`src/rtl/ws2812b_pkg.sv`:
```
// Shared types and constants for the WS2812B pixel feeder.
// Optional macro WS2812B_PIXEL_REPEAT_EN adds a per-entry repeat count to the entry type.
package ws2812b_pkg;

    localparam int DEFAULT_DEPTH = 4;

    // Position of each colour byte within a three-byte pixel write
    localparam logic [1:0] BYTE_G = 2'd0;
    localparam logic [1:0] BYTE_R = 2'd1;
    localparam logic [1:0] BYTE_B = 2'd2;

    typedef logic [23:0] pixel_t;

    typedef struct packed {
        pixel_t     pixel;
        logic       latch;
`ifdef WS2812B_PIXEL_REPEAT_EN
        logic [7:0] rpt;
`endif
    } fifo_entry_t;

    localparam int ENTRY_W = $bits(fifo_entry_t);

endpackage

```
`src/rtl/ws2812b_sync_fifo.sv`:
```
// Generic DEPTH x WIDTH register FIFO. The head entry is read combinationally
// from storage, so it is visible the cycle after it is pushed. Clear resets
// pointers and level only; storage is cleared by rst_n alone.
module ws2812b_sync_fifo #(
    parameter  int DEPTH  = 4,
    parameter  int WIDTH  = 25,
    localparam int ADDR_W = $clog2(DEPTH),
    localparam int LVL_W  = $clog2(DEPTH) + 1
) (
    input  logic             clk,
    input  logic             rst_n,
    input  logic             clear,
    input  logic             push,
    input  logic [WIDTH-1:0] push_data,
    input  logic             pop,
    output logic [WIDTH-1:0] head_data,
    output logic [LVL_W-1:0] level,
    output logic             full
);

    localparam logic [LVL_W-1:0] FULL_LVL = LVL_W'(DEPTH);

    logic [WIDTH-1:0]  mem [DEPTH];
    logic [ADDR_W-1:0] wr_ptr;
    logic [ADDR_W-1:0] rd_ptr;
    logic              pop_ok;
    logic              push_ok;

    // A full FIFO still takes a push when the head leaves in the same cycle
    assign pop_ok    = pop && (level != '0);
    assign push_ok   = push && ((level != FULL_LVL) || pop_ok);
    assign full      = (level == FULL_LVL);
    assign head_data = mem[rd_ptr];

    // Storage, pointers and occupancy; clear takes priority over push/pop
    always_ff @(posedge clk or negedge rst_n) begin
        if (!rst_n) begin
            for (int i = 0; i < DEPTH; i++) begin
                mem[i] <= '0;
            end
            wr_ptr <= '0;
            rd_ptr <= '0;
            level  <= '0;
        end else if (clear) begin
            wr_ptr <= '0;
            rd_ptr <= '0;
            level  <= '0;
        end else begin
            if (push_ok) begin
                mem[wr_ptr] <= push_data;
                wr_ptr      <= wr_ptr + ADDR_W'(1);
            end
            if (pop_ok) begin
                rd_ptr <= rd_ptr + ADDR_W'(1);
            end
            case ({push_ok, pop_ok})
                2'b10:   level <= level + LVL_W'(1);
                2'b01:   level <= level - LVL_W'(1);
                default: level <= level;
            endcase
        end
    end

endmodule

```
`src/rtl/ws2812b_pixel_fifo.sv`:
```
// Byte-bus to WS2812B driver feeder: assembles G,R,B byte writes into pixels,
// queues them with a latch flag and presents the head to the serial driver.
// Optional macro WS2812B_PIXEL_REPEAT_EN: each entry is shown wr_repeat+1 times.
module ws2812b_pixel_fifo
    import ws2812b_pkg::*;
#(
    parameter  int DEPTH = DEFAULT_DEPTH,
    localparam int LVL_W = $clog2(DEPTH) + 1
) (
    input  logic             clk,
    input  logic             rst_n,
    input  logic             wr_en,
    input  logic [7:0]       wr_data,
    input  logic             wr_latch,
`ifdef WS2812B_PIXEL_REPEAT_EN
    input  logic [7:0]       wr_repeat,
`endif
    input  logic             clear,
    output logic [23:0]      pix_data,
    output logic             pix_valid,
    output logic             pix_latch,
    input  logic             pix_ready,
    output logic [LVL_W-1:0] fifo_level,
    output logic             fifo_full,
    output logic             overflow
);

    logic [1:0]         byte_cnt;
    logic [7:0]         g_reg;
    logic [7:0]         r_reg;
    logic               push;
    logic               pop;
    logic               handshake;
    fifo_entry_t        push_entry;
    fifo_entry_t        head_entry;
    logic [ENTRY_W-1:0] head_bits;

    assign push      = wr_en && !clear && (byte_cnt == BYTE_B);
    assign pix_valid = (fifo_level != '0);
    assign handshake = pix_valid && pix_ready;
    assign pix_data  = head_entry.pixel;

    assign push_entry.pixel = {g_reg, r_reg, wr_data};
    assign push_entry.latch = wr_latch;
`ifdef WS2812B_PIXEL_REPEAT_EN
    assign push_entry.rpt   = wr_repeat;
`endif
    assign head_entry = fifo_entry_t'(head_bits);

`ifdef WS2812B_PIXEL_REPEAT_EN
    logic [7:0] rpt_cnt;
    logic       last_show;

    // The entry leaves only on its final presentation; latch marks that one
    assign last_show = (rpt_cnt == head_entry.rpt);
    assign pop       = handshake && last_show;
    assign pix_latch = head_entry.latch && last_show;

    // Presentations already made of the current head entry
    always_ff @(posedge clk or negedge rst_n) begin
        if (!rst_n) begin
            rpt_cnt <= '0;
        end else if (clear) begin
            rpt_cnt <= '0;
        end else if (handshake) begin
            rpt_cnt <= last_show ? 8'd0 : rpt_cnt + 8'd1;
        end
    end
`else
    assign pop       = handshake;
    assign pix_latch = head_entry.latch;
`endif

    // Byte assembler: G and R are held until B completes the pixel
    always_ff @(posedge clk or negedge rst_n) begin
        if (!rst_n) begin
            byte_cnt <= BYTE_G;
            g_reg    <= '0;
            r_reg    <= '0;
        end else if (clear) begin
            byte_cnt <= BYTE_G;
        end else if (wr_en) begin
            case (byte_cnt)
                BYTE_G: begin
                    g_reg    <= wr_data;
                    byte_cnt <= BYTE_R;
                end
                BYTE_R: begin
                    r_reg    <= wr_data;
                    byte_cnt <= BYTE_B;
                end
                default: byte_cnt <= BYTE_G;
            endcase
        end
    end

    // Sticky flag for a completed pixel that found no room
    always_ff @(posedge clk or negedge rst_n) begin
        if (!rst_n) begin
            overflow <= 1'b0;
        end else if (clear) begin
            overflow <= 1'b0;
        end else if (push && fifo_full && !pop) begin
            overflow <= 1'b1;
        end
    end

    ws2812b_sync_fifo #(
        .DEPTH (DEPTH),
        .WIDTH (ENTRY_W)
    ) u_fifo (
        .clk       (clk),
        .rst_n     (rst_n),
        .clear     (clear),
        .push      (push),
        .push_data (push_entry),
        .pop       (pop),
        .head_data (head_bits),
        .level     (fifo_level),
        .full      (fifo_full)
    );

endmodule

```
`config.mk`:
```
export PLATFORM = sky130hd
export DESIGN_NAME = ws2812b_pixel_fifo
export DESIGN_NICKNAME = d
export VERILOG_FILES = /design/src/rtl/ws2812b_pkg.sv /design/src/rtl/ws2812b_sync_fifo.sv /design/src/rtl/ws2812b_pixel_fifo.sv
export SDC_FILE = /design/constraint.sdc
export NUM_CORES = 1
export LEC_CHECK = 0
export BUFFER_PORTS_ARGS = -buffer_cell sky130_fd_sc_hd__buf_2
export CAP_MARGIN = 10
export CORE_MARGIN = 4
export CORE_UTILIZATION = 25
export DETAILED_ROUTE_END_ITERATION = 12
export PLACE_DENSITY = 0.39
export RECOVER_POWER = 50
export SLEW_MARGIN = 5
export SYNTH_ARGS = -nofsm -noshare
export SYNTH_HDL_FRONTEND = slang
export SYNTH_SLANG_ARGS = --single-unit
```
`constraint.sdc`:
```
create_clock -name clk -period 2.4 [get_ports clk]
set_input_delay 0.24 -clock clk [delete_from_list [all_inputs] [get_ports clk]]
set_output_delay 0.24 -clock clk [all_outputs]
set_load 0.05 [all_outputs]
```
==> flow_metrics.tcl <==
set metrics [dict create \
    clockBufferDepth 2 \
    critPathLaunchType "flop" \
    tritoncts "done" \
    dp_cells 659 \
    crit_start "u_fifo.rd_ptr[0]" \
    core_area_um2 21820 \
    dieWidth_um 157.2 \
    max_freq_mhz 439.6 \
    drt_iter0_markers 69 \
    cap_violations 0 \
    clk_latency_ns 0.40 \
    nNetsFinal 418 \
    finalWirelength_mm 12.89 \
    first_pass_iters 4 \
    arrival_ns 2.03 \
    drc 0 \
    maxSlewHeadroom_pct 32.45 \
    sequentialPowerShare_pct 40.5 \
    synth_top_area_share_pct 56.68 \
    wl_per_cell_um 18.66 \
    critPathMaxFanout 10 \
    switchingPower_mw 1.725 \
    clockPowerShare_pct 42.1 \
    vdd_drop_max_uv 364.7 \
    r2r-start "u_fifo.level[0]" \
    switching_share_pct 28.25 \
    cp_num_buf_inv 2 \
    internal_power_mw 4.380 \
    cts_resized 0 \
    synth_area_um2 5563 \
    synthToLayoutAreaGrowth_pct 21.73 \
    grt.total_usage_pct 11.09 \
    largest_reg_flops 100 \
    worstPathRequired_ns 2.16 \
    cts_max_level 4 \
    ys_seq_area_share_pct 56.68 \
    tightest_slew_ns 1.013 \
    grt_pass1_wl_mm 20.39 \
    cts_buffers 17 \
    syn_nets 356 \
    clock_skew_ns 0.008264 \
    netlist_instances 337 \
    drive_gt1_share_pct 57.18 \
    cpPeakStageDelay_ns 0.63 \
    nFillCells 2166 \
    crit_family "flip-flops" \
    n_antenna_cell 0 \
    hold_path.class "in -> reg" \
    path_depth 3 \
    yosys_most_used_dff "dfrtp_1" \
    antenna_left 0 \
    vias 3087 \
    worstReg2RegEnd "u_fifo.level[2]" \
    cts.sinks 126 \
    end_kind "output port" \
    crit_type "reg -> out" \
    comb_power_share_pct 17.4 \
    p_per_area_nw_per_um2 901.6 \
    grt_pass1_vias 3467 \
    grt_overflow 0 \
    synth_top_cell_by_area "dfrtp_1" \
    setup-violations-final 0 \
    yosysWarnings 0 \
    slew_viol_final 0 \
    hpwlAfterDp_mm 8.219 \
    reg2regPathDepth 5 \
    start_util_pct 25.49 \
    syn_area_per_cell_um2 16.51 \
    cts-root-buf "clkbuf_16" \
    post_cts_buffers 0 \
    period_needed_ns 2.275 \
    final_cells 691 \
    critical_path.endpoint "pix_data[0]" \
    synth.area.top_cells "dfrtp_1 (57%), mux2_2 (24%), mux4_2 (10%), buf_6 (1.6%), ha_1 (0.90%)" \
    place_congestion 0.7584 \
    die_height_um 157.2 \
    grt_max_degree 40 \
    async_flop_share_pct 100.0 \
    post_drt_via_cell_ratio 4.467 \
    p_leak_nw 3.227 \
    port_buffers 44 \
    crit_chain "buf_12, mux4_2, buf_2" \
    hold_depth 2 \
    status "finished clean" \
    setup_tns_ns 0 \
    clk_transition_reported_paths_ns 0.05 \
    rsz0062_at_grt "no" \
    crit_path_top_delay_cell "dfrtp_2" \
    io_pins 45 \
    antenna_found_initial 0 \
    cts_hold_buf 1 \
    dieArea_um2 24700 \
    rrSetupSlack_ns 0.34 \
    hold_viol 0 \
    fp-row-count 54 \
    p_total_mw 6.105 \
    synth_seq_cells 126 \
    synth_edf_count 0 \
    min_period_over_period_pct 94.79 \
    yosys.cell_types.count 35 \
]
==> worst min path at each step <==
stage                     startpoint             end
after detailed placement       rst_n  u_fifo.mem[63]
after floorplan                rst_n     byte_cnt[0]
final                       wr_latch   u_fifo.mem[0]
after global placement         rst_n  u_fifo.mem[63]
after global routing        wr_latch  u_fifo.mem[75]
after CTS                   wr_latch   u_fifo.mem[0]
==> cells by family (layout without fill, tap and decap cells) <==
logic type	Yosys count	after routing	synth area share (%)
compound gates	9	9	1.417
xor+xnor	3	3	0.4724
fa+ha+maj	5	5	1.260
buf+inv	21	95	2.586
flops	126	126	56.68
mux	144	144	34.17
simple gates	29	29	3.419
==> cells in the mapped netlist, types with 2 or more instances <==
master,instances
ha_1,4
mux2_2,117
nand2_2,4
nand3_1,3
nor2_1,8
mux2i_1,2
clkbuf_1,3
buf_2,3
nand2_1,4
dfrtp_1,126
a21oi_1,3
mux4_2,25
xor2_1,2
inv_1,5
buf_6,8
==> layer usage <==
layer | vias up | global-route usage (%) | routed length (um)
met5 | - | 0 | 0
met4 | 0 | 3.073 | 113
met3 | 7 | 3.354 | 495
met2 | 43 | 18.38 | 6452
met1 | 1653 | 14.13 | 5832
li1 | 1384 | - | -
==> worst reg2reg max path, stage by stage, from the launching register on <==
cell,delay (ns)
dfrtp_1,0.46
o31ai_1,0.45
nor2_1,0.13
fa_1,0.44
o31a_1,0.32
o211ai_1,0.18
==> layout make-up <==
cell class                 instances  area, um^2  share of cell area (%)
sequential                       126        3154                   46.58
timing repair buffer              59       392.9                   5.802
tap                              280       350.3                   5.174
inverter                           5       18.77                  0.2772
clock inverter                     6       80.08                   1.183
multi-input combinational        190        2260                   33.37
clock buffer                      25       515.5                   7.613
==> power groups by stage <==
| stage | Sequential, mW | Combinational, mW | Clock (mW) |
|---|---|---|---|
| floorplan | 2.45 | 0.814 | 0 |
| global placement | 2.50 | 1.08 | 0 |
| detailed placement | 2.51 | 1.09 | 0 |
| CTS | 2.48 | 1.10 | 2.65 |
| global route | 2.50 | 1.13 | 2.75 |
| finish | 2.47 | 1.06 | 2.57 |
==> cells in the final DEF (no fill, tap or decap), types with 5 or more instances in the layout <==
cell,Yosys,layout
clkbuf_16,0,17
mux4_2,25,25
nor2_1,8,8
buf_12,0,6
inv_1,5,5
clkbuf_8,0,6
clkbuf_1,3,6
mux2_2,117,117
dfrtp_1,126,125
buf_2,3,42
==> stage by stage <==
stage	setup slack (ns)	cell area, um^2	utilization, %	hold slack (ns)
floorplan	0.2634	5563	-	-0.05559
global placement	0.4108	6205	28.43	0.2497
detailed placement	0.3418	6205	28.43	0.2634
CTS	0.04639	6810	31.21	0.1015
global route	0.01458	6771	31.03	0.1027
finish	0.1251	6771	31.03	0.1164
Note: power is estimated with default switching activity, not from simulation.
